## config.mk

```make
export PLATFORM = sky130hd
export DESIGN_NAME = rd_req_arbiter
export DESIGN_NICKNAME = d
export VERILOG_FILES = /design/src/rtl/rd_req_arbiter_pkg.sv /design/src/rtl/rd_req_arbiter_picker.sv /design/src/rtl/rd_req_arbiter.sv
export SDC_FILE = /design/constraint.sdc
export NUM_CORES = 1
export LEC_CHECK = 0
export BUFFER_PORTS_ARGS = -buffer_cell sky130_fd_sc_hd__buf_2
export CORE_AREA = 2 2 529 531
export CTS_CLUSTER_SIZE = 12
export DETAILED_ROUTE_END_ITERATION = 16
export DIE_AREA = 0 0 531 533
export PLACE_DENSITY = 0.3
export SYNTH_ARGS = -nofsm -noshare
export SYNTH_HDL_FRONTEND = slang
export SYNTH_SLANG_ARGS = --single-unit
```

## constraint.sdc

```tcl
create_clock -name clk -period 4.5 [get_ports clk]
set_input_delay 0.9 -clock clk [delete_from_list [all_inputs] [get_ports clk]]
set_output_delay 0.9 -clock clk [all_outputs]
set_load 0.05 [all_outputs]
```

## src/rtl/rd_req_arbiter_pkg.sv

```systemverilog
// Shared AXI read-channel constants and requester ID assignments for the
// graph-engine fetchers and their read arbiter.
package rd_req_arbiter_pkg;

    localparam logic [2:0] SIZE_64B   = 3'b110;
    localparam logic [7:0] LEN_SINGLE = 8'd0;
    localparam logic [1:0] RESP_OKAY  = 2'b00;

    typedef enum logic [1:0] {
        ID_VERT   = 2'd0,
        ID_INEDGE = 2'd1,
        ID_PR     = 2'd2
    } req_id_e;

    // Requests are issued as whole 64-byte lines.
    function automatic logic [63:0] line_align(input logic [63:0] addr);
        return addr & ~64'h3F;
    endfunction

endpackage

```

## src/rtl/rd_req_arbiter_picker.sv

```systemverilog
// Round-robin picker with a strict-priority class: flagged requesters win over
// unflagged ones, and the search within a class starts at ptr_i.
module rr_prio_picker #(
    parameter int           N    = 3,
    parameter logic [N-1:0] MASK = '0,
    parameter int           PW   = (N > 1) ? $clog2(N) : 1
) (
    input  logic [N-1:0]  req_i,
    input  logic [PW-1:0] ptr_i,
    output logic [N-1:0]  grant_o,
    output logic [PW-1:0] grant_idx_o,
    output logic          grant_any_o
);

    logic [N-1:0] hi_req;
    logic [N-1:0] cand;
    int           idx;

    assign hi_req = req_i & MASK;
    assign cand   = (|hi_req) ? hi_req : (req_i & ~MASK);

    always_comb begin
        grant_o     = '0;
        grant_idx_o = '0;
        grant_any_o = 1'b0;
        idx         = 0;
        for (int k = 0; k < N; k++) begin
            idx = (int'(ptr_i) + k) % N;
            if (!grant_any_o && cand[idx]) begin
                grant_any_o  = 1'b1;
                grant_o[idx] = 1'b1;
                grant_idx_o  = PW'(idx);
            end
        end
    end

endmodule

```

## src/rtl/rd_req_arbiter.sv

```systemverilog
// Shares one AXI AR/R channel pair among N_REQ read streams: arbitrates onto AR
// with arid = requester index, enforces per-requester credits, routes R by rid.
module rd_req_arbiter
    import rd_req_arbiter_pkg::*;
#(
    parameter int               N_REQ     = 3,
    parameter int               MAX_OUT   = 4,
    parameter logic [N_REQ-1:0] PRIO_MASK = 3'b100,
    parameter int               ID_W      = 16,
    parameter int               DATA_W    = 512
) (
    input  logic                clk,
    input  logic                rst,
    input  logic [N_REQ-1:0]    req_valid,
    input  logic [N_REQ*64-1:0] req_addr,
    output logic [N_REQ-1:0]    req_ready,
    output logic [N_REQ-1:0]    rsp_valid,
    output logic [DATA_W-1:0]   rsp_data,
    input  logic [N_REQ-1:0]    rsp_ready,
    output logic [ID_W-1:0]     arid_m,
    output logic [63:0]         araddr_m,
    output logic [7:0]          arlen_m,
    output logic [2:0]          arsize_m,
    output logic                arvalid_m,
    input  logic                arready_m,
    input  logic [ID_W-1:0]     rid_m,
    input  logic [DATA_W-1:0]   rdata_m,
    input  logic [1:0]          rresp_m,
    input  logic                rlast_m,
    input  logic                rvalid_m,
    output logic                rready_m,
    output logic                idle,
    output logic                err_valid,
    output logic [ID_W-1:0]     err_id
);

    localparam int PTR_W = (N_REQ > 1) ? $clog2(N_REQ) : 1;
    localparam int CNT_W = $clog2(MAX_OUT + 1);

    logic [N_REQ-1:0] eligible, grant, rid_hit, cnt_inc, cnt_dec, cnt_zero, dec_zero;
    logic [PTR_W-1:0] grant_idx, rr_ptr_q, rr_ptr_d;
    logic             grant_any, can_accept, accept;
    logic             arvalid_q, arvalid_d;
    logic [63:0]      araddr_q, araddr_d;
    logic [ID_W-1:0]  arid_q, arid_d;
    logic             rid_known, r_hs, r_done, err_now;
    logic             err_valid_q;
    logic [ID_W-1:0]  err_id_q;

    for (genvar gi = 0; gi < N_REQ; gi++) begin : g_req
        logic [CNT_W-1:0] cnt_q, cnt_d;

        assign eligible[gi] = req_valid[gi] && (cnt_q < CNT_W'(MAX_OUT));
        assign rid_hit[gi]  = (rid_m == ID_W'(gi));
        assign cnt_inc[gi]  = accept && grant[gi];
        assign cnt_dec[gi]  = r_done && rid_hit[gi];
        assign cnt_zero[gi] = (cnt_q == '0);
        assign dec_zero[gi] = cnt_dec[gi] && cnt_zero[gi];

        // Credit is charged at grant so a stalled AR never over-commits.
        always_comb begin
            cnt_d = cnt_q;
            if (cnt_inc[gi] && !cnt_dec[gi])
                cnt_d = cnt_q + CNT_W'(1);
            else if (cnt_dec[gi] && !cnt_inc[gi] && !cnt_zero[gi])
                cnt_d = cnt_q - CNT_W'(1);
        end

        always_ff @(posedge clk) begin
            if (rst) cnt_q <= '0;
            else     cnt_q <= cnt_d;
        end
    end

    rr_prio_picker #(
        .N    (N_REQ),
        .MASK (PRIO_MASK),
        .PW   (PTR_W)
    ) u_picker (
        .req_i       (eligible),
        .ptr_i       (rr_ptr_q),
        .grant_o     (grant),
        .grant_idx_o (grant_idx),
        .grant_any_o (grant_any)
    );

    assign can_accept = !arvalid_q || arready_m;
    assign accept     = can_accept && grant_any;
    assign req_ready  = can_accept ? grant : '0;

    always_comb begin
        arvalid_d = arvalid_q;
        araddr_d  = araddr_q;
        arid_d    = arid_q;
        rr_ptr_d  = rr_ptr_q;
        if (accept) begin
            arvalid_d = 1'b1;
            araddr_d  = line_align(req_addr[64*grant_idx +: 64]);
            arid_d    = ID_W'(grant_idx);
            rr_ptr_d  = (grant_idx == PTR_W'(N_REQ - 1)) ? '0 : grant_idx + PTR_W'(1);
        end else if (arready_m) begin
            arvalid_d = 1'b0;
        end
    end

    // Unknown rids are always accepted so a stray beat cannot wedge the bus.
    assign rid_known = |rid_hit;
    assign rready_m  = rid_known ? |(rid_hit & rsp_ready) : 1'b1;
    assign rsp_valid = rvalid_m ? rid_hit : '0;
    assign rsp_data  = rdata_m;
    assign r_hs      = rvalid_m && rready_m;
    assign r_done    = r_hs && rlast_m;
    assign err_now   = (r_hs && (rresp_m != RESP_OKAY)) || (rvalid_m && !rid_known) || (|dec_zero);

    always_ff @(posedge clk) begin
        if (rst) begin
            arvalid_q   <= 1'b0;
            araddr_q    <= '0;
            arid_q      <= '0;
            rr_ptr_q    <= '0;
            err_valid_q <= 1'b0;
            err_id_q    <= '0;
        end else begin
            arvalid_q <= arvalid_d;
            araddr_q  <= araddr_d;
            arid_q    <= arid_d;
            rr_ptr_q  <= rr_ptr_d;
            if (err_now && !err_valid_q) begin
                err_valid_q <= 1'b1;
                err_id_q    <= rid_m;
            end
        end
    end

    assign arvalid_m = arvalid_q;
    assign araddr_m  = araddr_q;
    assign arid_m    = arid_q;
    assign arlen_m   = LEN_SINGLE;
    assign arsize_m  = SIZE_64B;
    assign idle      = !arvalid_q && (&cnt_zero);
    assign err_valid = err_valid_q;
    assign err_id    = err_id_q;

endmodule
```

==> results.md, run 1 <==
- Run status: complete, no violations
- Synth Instances: between 1000 and 1500
- Number of clock sinks: 89
- Routed vias/inst: 1.617
- Drt pass-1 iters: 6
- Max-cap violations: 0
- Bufs on Longest Clock Path: 3
- Total track usage: roughly a tenth
- TNS Setup: 0 ns
- Slowest cell on crit path: ha_1
- Pwr Total: between 0.006 and 0.007 W
- Critical-path cell list: inv_1, ha_1, nor3_1, a221o_1, or2_0, buf_4, nor2_1, buf_2
- Final Skew: ~0.039 ns
- Gate power share: between 50 and 60%
- Final worst-path cycle share: around nine tenths
- Synth cell count leaders: 543 x buf_4, 89 x dfxtp_1, 78 x nand2_1
- Cell internal pwr: 0.002569 W
- Unique masters post-synth: 64
- Post-synthesis sequential area ratio: 20.36%
- Largest stage delay, worst path: ~0.51 ns
- Clock share of power: 19.5%
- Worst Hold Endpoint: arid_m[0]
- First-pass GRT wire length: roughly 170 mm
- Initial Utilization: 3.148%
- Die area: between 200000 and 300000 µm²
- CP startpoint kind: register
- CP bufs+invs: 3
- Top-count cell post-synth: buf_4
- Nets: approximately 1600
- Flop pwr share: between 20% and 30%
- R2r setup slk: 0.69 ns
- Worst reg-to-reg path cell count: 11
- Leakage: 3.259 nW
- Synthesized area: 8750 µm²
- Sw Pwr: 0.003627 W
- Synth warnings: 0
- Pins over their slew limit: 0
- Number of synthesized flops with an enable pin: 0
- Iteration-0 DRC Markers: 557
- Routability cong.: around 0.75
- Worst R2R End: g_req[0].cnt_q[2]
- Synth area leader: buf_4
- Later-pin clock latency in the skew report: roughly 0.56 ns
- Vias in the first global route: 6864
- RSZ-0062 raised after global routing: false
- CTS Hold Bufs: 0
- Critical Path Sink Type: primary output
- Final global-route overflow total: 0
- TritonCTS Buffers: 13
- CTS H-tree lvls: 3
- Post-synth top flop: dfxtp_1
- Width of the die: 531 µm
- Worst hold slack: 0.4695 ns
- Worst r2r src: rr_ptr_q[1]
- Remaining DRCs: 0
- Routed Antenna Nets: 0
- Core Rows: 194
- CTS root buffer: clkbuf_16
- Max-slew headroom: 38.41%
- Max Clk Rate: about 0.25 GHz
- Final setup fails: 0
- P&R area growth vs syn: 29.57%
- Synth top area share: a little under half
- WL/cell: about 34 µm
- Post-synthesis sequential element count: 89
- Clock-pin slew on the worst setup and hold paths: 0.09 ns
- Detailed Route WL: 156.6 mm
- IO Count: roughly 1400
- Worst Path Class, Setup: reg -> out
- Initial antenna violation count: 97
- HPWL after DPL: about 150 mm
- Port buffer count: around 290
- Worst Path Max Fanout: 17
- Postcts setup bufs: 0
- Async set or reset register ratio after synthesis: 0%
- Max IR drop VDD: about 0.20 mV
- CTS tree: yes
- Final min period: a little over 4 ns
- Share of cells above drive strength 1: about two fifths
- Critical path data required time: 3.60 ns
- Pin count of the biggest net entering global routing: 52
- Avg Cell Area, Syn: roughly 7.8 µm²
- Hold Path Stages: 2
- Post-CTS resize count: 0
- Net Sw Frac: about three fifths
- Hold Path Origin: arid_m[0]
- PwrDens: 546.5 nW/µm²
- Final core utilization: between 4 and 5%
- Core area: around 280000 µm²
- Kind of cell adding the most delay to the critical path: simple AND/OR/NAND/NOR gates
- CP Data Arrival Time: ~3.2 ns
- Vias: 7500
- Final hold vios: 0
- Worst-margin pin slew: ~0.9 ns
- Top post-synthesis cells by area: buf_4 47%, dfxtp_1 20%, a22oi_1 5.0%
- Die height: ~530 µm
- Worst min path class: reg -> reg
## stage by stage
step	worst slack (ns)	std cells	cell area, µm²
floorplan	0.8371	1151	8859
global placement	0.3295	4588	10880
detailed placement	0.4104	4588	10880
CTS	0.3334	4605	11250
global route	0.1422	4609	11260
finish	0.4327	4639	11340
## worst max-delay path by stage
| stage | slack [ns] | depth (start not counted) | endpoint | start |
|---|---|---|---|---|
| 6_report | 0.43 | 8 | req_ready[0] | rr_ptr_q[1] |
| 3_3_place_gp | 0.33 | 11 | g_req[0].cnt_q[2] | req_valid[0] |
| 3_5_place_dp | 0.41 | 11 | g_req[0].cnt_q[2] | req_valid[0] |
| 2_1_floorplan | 0.84 | 11 | g_req[0].cnt_q[2] | req_valid[0] |
| 4_1_cts | 0.33 | 8 | req_ready[0] | rr_ptr_q[1] |
| 5_1_grt | 0.14 | 8 | req_ready[0] | rr_ptr_q[1] |
## kinds of logic after synthesis
| group | synth area share (%) |
|---|---|
| other cells | 0.08583 |
| mux | 2.674 |
| flops | 20.36 |
| xor+xnor | 0.1001 |
| simple gates | 9.667 |
| compound gates | 16.17 |
| buf+inv | 49.68 |
| fa+ha+maj | 1.258 |
## registers in the layout, summed over array words and instances (netlist names)
name and cells:
arvalid_m 1, g_req.cnt_q 9, rr_ptr_q 2, arid_m 2
err_id 16, err_valid 1, araddr_m 58
## worst min-delay path, stage by stage (launching register included)
cell	delay, ns
dfxtp_1	0.32
nand2_1	0.05
a21oi_1	0.06
## power by group through the flow
stage / Combinational, W / Sequential (W) / Clock (W)
floorplan: 0.00256 / 0.00228 / 0
global placement: 0.00382 / 0.00130 / 0
detailed placement: 0.00383 / 0.00130 / 0
CTS: 0.00384 / 0.00129 / 0.00131
global route: 0.00398 / 0.00133 / 0.00130
finish: 0.00370 / 0.00129 / 0.00121
## layout make-up
class | instances | area [µm²]
Clock inverter | 3 | 46.29
Multi-Input combinational cell | 456 | 2758
Timing Repair Buffer | 306 | 1627
Inverter | 13 | 51.30
Clock buffer | 14 | 329.1
Sequential cell | 89 | 1782
Fill cell | 33070 | 266600
Tap cell | 3724 | 4659
Antenna cell | 34 | 85.08
## layer usage
layer	part of all wire, %	global-route usage [%]	vias up
met4	5.1	4.716	76
met5	0.34	0.1688	-
met2	38	14.26	1180
met3	41	20.68	411
met1	16	4.698	3074
li1	-	-	2759
## placed cells by master, fill, tap and decap left out, drive strengths merged, types with 4 or more instances in the layout
cell,synthesis,final
mux2i,20,20
inv,13,14
nand3,6,6
nand2,78,78
dfxtp,89,89
nor2,30,30
clkbuf,38,14
nor3b,4,4
ha,4,4
nor3,13,13
nor4,7,7
and3,5,5
conb,2,31
buf,554,306
nor2b,12,12
a21oi,14,14
o21ai,67,67
a211oi,4,4
a22oi,58,58
a31oi,58,58
diode,0,34
(Power assumes the default switching activity.)
==> run 2: changes to the inputs <==
--- a/config.mk
+++ b/config.mk
@@ -7,6 +7,7 @@
 export LEC_CHECK = 0
 export BUFFER_PORTS_ARGS = -buffer_cell sky130_fd_sc_hd__buf_2
 export CORE_AREA = 2 2 529 531
+export CTS_BUF_LIST = sky130_fd_sc_hd__clkbuf_8 sky130_fd_sc_hd__clkbuf_16
 export CTS_CLUSTER_SIZE = 12
 export DETAILED_ROUTE_END_ITERATION = 16
 export DIE_AREA = 0 0 531 533
==> constraint.sdc (replaced) <==
create_clock -name clk -period 4.25 [get_ports clk]
set_input_delay 0.85 -clock clk [delete_from_list [all_inputs] [get_ports clk]]
set_output_delay 0.85 -clock clk [all_outputs]
set_load 0.05 [all_outputs]
==> results.md, run 2 (same netlist as run 1, synthesis figures left out) <==
- Run status: complete, no violations
- Largest stage delay, worst path: 0.53 ns (+0.02 ns)
- CTS Hold Bufs: 0 (unchanged)
- R2r setup slk: 0.63 ns (-0.06 ns)
- Critical path data required time: 3.40 ns (-0.20 ns)
- Max-slew headroom: 50.75% (+12 points)
- Iteration-0 DRC Markers: 432 (-22%)
- Core area: 277900 µm² (unchanged)
- CP startpoint kind: register
- Port buffer count: 288 (unchanged)
- Post-CTS resize count: 0 (unchanged)
- Critical Path Sink Type: primary output
- Later-pin clock latency in the skew report: 0.52 ns (-0.04 ns)
- Final setup fails: 0 (unchanged)
- CTS root buffer: clkbuf_16
- TNS Setup: 0 ns (unchanged)
- Final min period: approximately 4 ns
- Final std cells w/o fill: 4640 (+0.022%)
- Most common cell after layout, fill and taps aside: buf_2
- Area occupied by multi-input gates: 2758 µm² (unchanged)
- CTS tree: yes
- Share of cells above drive strength 1: 38.60% (+0.35 points)
- Nets: 1624 (+0.31%)
- Commonest non-fill, non-tap cells in the layout: 286 x buf_2, 89 x dfxtp_1, 78 x nand2_1
- Hold Path Stages: 2 (unchanged)
- TritonCTS Buffers: 13 (unchanged)
- Worst R2R End: g_req[0].cnt_q[2]
- Pwr Total: 0.006604 W (+6.6%)
- Critical-path cell list: inv_1, ha_1, nor3_1, a221o_1, or2_0, buf_4, nor2_1, buf_2
- RSZ-0062 raised after global routing: false
- Clock-pin slew on the worst setup and hold paths: 0.09 ns (about the same)
- HPWL after DPL: 146.0 mm (+0.16%)
- Max Clk Rate: 0.2498 GHz
- Cell count after placement: 4593 (+0.11%)
- Final Skew: 0.03739 ns (-0.001448 ns)
- Worst min path class: reg -> reg
- Number of clock sinks: 89 (unchanged)
- Die area: 283000 µm² (unchanged)
- First-pass GRT wire length: 171.9 mm (-0.16%)
- Vias in the first global route: 6992 (+1.9%)
- Drt pass-1 iters: 7 (+1)
- Vias: 7440 (-0.80%)
- Die height: 533 µm (unchanged)
- Hold Path Origin: arid_m[0]
- Total track usage: 10.63% (-0.017 points)
- Final core utilization: 4.121% (+0.042 points)
- Slowest cell on crit path: ha_1
- Remaining DRCs: 0 (unchanged)
- Routed Antenna Nets: 0 (unchanged)
- Postcts setup bufs: 0 (unchanged)
- Fillcell total: 33110 (+0.12%)
- Core Rows: 194 (unchanged)
- Final global-route overflow total: 0 (unchanged)
- Max reg flops: 58 (unchanged)
- Pin count of the biggest net entering global routing: 61 (+17%)
- CP Data Arrival Time: 3.15 ns (-0.02 ns)
- Width of the die: 531 µm (unchanged)
- Routed vias/inst: 1.603 (-0.82%)
- Final worst-path cycle share: between 90% and 100%
- Seq. cell area: 1782 µm² (unchanged)
- WL/cell: 33.69 µm (-0.17%)
- Leakage: 3.322 nW (+1.9%)
- Worst Path Max Fanout: 17 (unchanged)
- Max IR drop VDD: 0.3094 mV (+55%)
- PwrDens: 576.5 nW/µm² (+5.5%)
- Final hold vios: 0 (unchanged)
- Initial antenna violation count: 97 (unchanged)
- Pins over their slew limit: 0 (unchanged)
- Initial Utilization: 3.148% (unchanged)
- Worst-margin pin slew: 0.7388 ns (-0.1851 ns)
- IO Count: 1362 (unchanged)
- Worst reg-to-reg path cell count: 11 (unchanged)
- Worst Hold Endpoint: arid_m[0]
- Detailed Route WL: 156.3 mm (-0.15%)
- Max-cap violations: 0 (unchanged)
- CTS H-tree lvls: 3 (unchanged)
- Worst Path Class, Setup: reg -> out
- P&R area growth vs syn: 30.92%
- Bufs on Longest Clock Path: 3 (unchanged)
- Worst r2r src: rr_ptr_q[1]
- Routability cong.: 0.7586 (+0.60%)
## run 2: report_power, final
group	switching [W]	internal, W
Sequential	0.000195	0.00118
Combinational	0.00300	0.000961
Clock	0.000595	0.000678
## run 2: worst max-delay path by stage
stage / from / to / slack, ns / cells past startpoint
3_3_place_gp: req_valid[0] / g_req[0].cnt_q[2] / 0.35 / 11
4_1_cts: rr_ptr_q[0] / req_ready[0] / 0.16 / 7
2_1_floorplan: req_valid[0] / g_req[0].cnt_q[2] / 0.64 / 11
5_1_grt: rr_ptr_q[0] / req_ready[0] / 0.002 / 7
6_report: rr_ptr_q[1] / req_ready[0] / 0.25 / 8
3_5_place_dp: req_valid[0] / g_req[0].cnt_q[2] / 0.43 / 11
## run 2: layout make-up
| cell class | instances | area share, % |
|---|---|---|
| timing repair buffer | 311 | 15.12 |
| tap | 3724 | 40.68 |
| clock inverter | 4 | 0.6335 |
| antenna | 30 | 0.6554 |
| multi-input combinational | 456 | 24.07 |
| inverter | 13 | 0.4478 |
| clock buffer | 13 | 2.840 |
| sequential | 89 | 15.55 |
## run 2: metrics by stage
stage               hold WS [ns]  cell area, µm²  setup WS [ns]
floorplan                 0.4692            8859         0.6371
global placement          0.4508           10980         0.3506
detailed placement        0.4522           10980         0.4315
CTS                       0.4734           11380         0.1584
global route              0.4872           11390       0.001795
finish                    0.4671           11450         0.2464
## run 2: routing by layer
layer	global-route usage, %	vias to the layer above	routed length (µm)
li1	-	2768	-
met1	4.499	3045	24050
met2	14.39	1136	59600
met3	20.75	419	64200
met4	4.671	72	7775
met5	0.3882	-	695
## run 2: worst max-delay path, delay by kind of cell (launching register included)
| family | cells | cell delay (ns) |
|---|---|---|
| adder cells (fa/ha/maj) | 1 | 0.53 |
| buffers and inverters | 3 | 0.62 |
| AO/OA/AOI/OAI | 1 | 0.43 |
| AND/OR/NAND/NOR | 3 | 0.70 |
| flip-flops | 1 | 0.35 |
==> run 3: changes to the inputs <==
--- a/config.mk
+++ b/config.mk
@@ -5,12 +5,13 @@
 export SDC_FILE = /design/constraint.sdc
 export NUM_CORES = 1
 export LEC_CHECK = 0
+export ABC_AREA = 1
 export BUFFER_PORTS_ARGS = -buffer_cell sky130_fd_sc_hd__buf_2
-export CORE_AREA = 2 2 529 531
+export CORE_AREA = 2 2 536 538
 export CTS_BUF_LIST = sky130_fd_sc_hd__clkbuf_8 sky130_fd_sc_hd__clkbuf_16
 export CTS_CLUSTER_SIZE = 12
 export DETAILED_ROUTE_END_ITERATION = 16
-export DIE_AREA = 0 0 531 533
+export DIE_AREA = 0 0 538 540
 export PLACE_DENSITY = 0.3
 export SYNTH_ARGS = -nofsm -noshare
 export SYNTH_HDL_FRONTEND = slang
==> results.md, run 3 <==
- Clock-pin slew on the worst setup and hold paths: 0.09 ns (about the same)
- Share of cells above drive strength 1: 31.13% (-7.5 points)
- Synth top area share: 45.78% (-0.81 points)
- CTS root buffer: clkbuf_16
- Async set or reset register ratio after synthesis: 0% (unchanged)
- R2r setup slk: 1.20 ns (+0.57 ns)
- Post-synth top flop: dfxtp_1
- CTS Hold Bufs: 0 (unchanged)
- First-pass GRT wire length: 183.8 mm (+7.0%)
- Routed Antenna Nets: 0 (unchanged)
- Top post-synthesis cells by area: buf_4 46%, dfxtp_1 20%, nand2_1 9.5%
- IO Count: 1362 (unchanged)
- Top sig layer: met5
- Metal3 WL: 69.90 mm (+8.9%)
- Synthesized area: 9004 µm² (+2.9%)
- Post-synthesis sequential element count: 89 (unchanged)
- WL/cell: 34.38 µm (+2.1%)
- Max IR drop VDD: 0.6694 mV (+120%)
- Postcts setup bufs: 0 (unchanged)
- Unique masters post-synth: 29 (-55%)
- Final Skew: 0.05165 ns (+0.01426 ns)
- Met1 wire length: 24.29 mm (+1.0%)
- Final hold vios: 0 (unchanged)
- Met2 WL: 65.35 mm (+9.6%)
- Synth Instances: 1319 (+18%)
- Critical path data required time: 3.40 ns (about the same)
- Max reg flops: 58 (unchanged)
- Nets: 1814 (+12%)
- CTS H-tree lvls: 3 (unchanged)
- Avg Cell Area, Syn: 6.826 µm² (-12%)
- Final min period: 3.642 ns (-0.3614 ns)
- Worst hold slack: 0.4749 ns (+0.007785 ns)
- Later-pin clock latency in the skew report: 0.58 ns (+0.06 ns)
- Remaining DRCs: 0 (unchanged)
- Number of synthesized flops with an enable pin: 0 (unchanged)
- Most common cell after layout, fill and taps aside: buf_2
- Core Rows: 196 (+1.0%)
- Vias in the first global route: 7418 (+6.1%)
- CP startpoint kind: register
- PwrDens: 704.0 nW/µm² (+22%)
- P&R area growth vs syn: 29.50%
- Die height: 540 µm (+1.3%)
- Drt pass-1 iters: 5 (-2)
- Leakage: 3.826 nW (+15%)
- Initial Utilization: 3.165% (+0.017 points)
- Worst min path class: reg -> reg
- Number of clock sinks: 89 (unchanged)
- Synth area leader: buf_4
- Critical Path Sink Type: primary output
- Total track usage: 11.13% (+0.51 points)
- Initial antenna violation count: 106 (+9.3%)
- Final worst-path cycle share: 85.70% (-8.5 points)
- Core area: 284500 µm² (+2.4%)
- Worst Path Max Fanout: 8 (-9)
- Pin count of the biggest net entering global routing: 78 (+28%)
- Synth cell count leaders: 549 x buf_4, 228 x nand2_1, 89 x dfxtp_1
- Width of the die: 538 µm (+1.3%)
- Final global-route overflow total: 0 (unchanged)
- Routed vias/inst: 1.663 (+3.7%)
- HPWL after DPL: 155.4 mm (+6.4%)
- Port buffer count: 288 (unchanged)
- Max-cap violations: 0 (unchanged)
- Detailed Route WL: 168.0 mm (+7.4%)
- Commonest non-fill, non-tap cells in the layout: 286 x buf_2, 227 x nand2_1, 89 x dfxtp_1
- Iteration-0 DRC Markers: 576 (+33%)
- TNS Setup: 0 ns (unchanged)
- Routability cong.: 0.7693 (+1.4%)
- CP Data Arrival Time: 2.79 ns (-0.36 ns)
- Bufs on Longest Clock Path: 3 (unchanged)
- Die area: 290500 µm² (+2.6%)
- Worst-margin pin slew: 0.9758 ns (+0.2370 ns)
- Synth warnings: 0 (unchanged)
- Max Clk Rate: 0.2746 GHz (+9.9%)
- Post-CTS resize count: 0 (unchanged)
- Max-slew headroom: 34.95% (-16 points)
- Worst Path Class, Setup: reg -> out
- RSZ-0062 raised after global routing: false
- Vias: 8126 (+9.2%)
- Pins over their slew limit: 0 (unchanged)
- TritonCTS Buffers: 13 (unchanged)
- Post-synthesis sequential area ratio: 19.79% (-0.57 points)
- Final setup fails: 0 (unchanged)
- CTS tree: yes
- Run status: complete, no violations
- Top-count cell post-synth: buf_4
run 3: cell types whose count changed after synthesis, moves of 23 or more:
cell / change
clkbuf_1: -23
a21oi_1: +37
nand3_1: +55
nand2_1: +150
a22oi_1: -58
nor2_1: +51
inv_1: +63
run 3: worst paths after layout:
kind                    start           end  depth (start not counted)
setup / recovery  rr_ptr_q[0]  req_ready[0]                         13
hold / removal      arid_m[0]     arid_m[0]                          2
setup reg to reg  rr_ptr_q[0]  araddr_m[17]                         15
hold reg to reg     arid_m[0]     arid_m[0]                          2
run 3: worst max-delay path, cell delays in order (launching register included):
cell and delay, ns:
dfxtp_1 0.36, inv_1 0.08, ha_1 0.44, inv_1 0.07, nand3_1 0.10, nand3_1 0.09, nand2_1 0.12, nand2_1 0.08
nor2_2 0.16, nand2_1 0.08, nand3_1 0.17, nand2_1 0.14, inv_1 0.07, buf_2 0.27
run 3: cell families after synthesis:
family / count (synthesis) / synth area share, %
flops: 89 / 19.79
compound gates: 156 / 9.478
other cells: 2 / 0.08341
buf+inv: 671 / 51.29
fa+ha+maj: 7 / 1.223
simple gates: 394 / 18.14
run 3: report_power, final:
part           total (W)  internal (W)  switching, W
logic            0.00560       0.00126       0.00434
clock network    0.00133      0.000694      0.000641
registers        0.00128       0.00113      0.000148
run 3: area by class of cell:
cell class                      instances  area [µm²]
Clock inverter                          3       63.81
Antenna cell                           47       117.6
Tap cell                             3762        4707
Multi-Input combinational cell        588        2730
Sequential cell                        89        1782
Fill cell                           34040      272800
Clock buffer                           14       339.1
Timing Repair Buffer                  299        1604
Inverter                               83       316.6
run 3: layer usage:
metal	up-vias	track usage [%]
met5	-	0.8161
met4	86	4.443
met3	429	22.08
met2	1240	15.48
met1	3227	4.303
li1	3144	-
run 3: metrics by stage:
stage	setup WS [ns]	total power (W)	utilization, %	instances	instance area, µm²
2_1_floorplan	1.208	0.005974	-	1348	9112
3_3_place_gp	0.8994	0.007126	3.916	4821	11140
3_5_place_dp	0.9236	0.007152	3.916	4821	11140
4_1_cts	0.5194	0.008642	4.057	4838	11540
5_1_grt	0.2686	0.008915	4.067	4849	11570
6_report	0.6078	0.008208	4.099	4885	11660
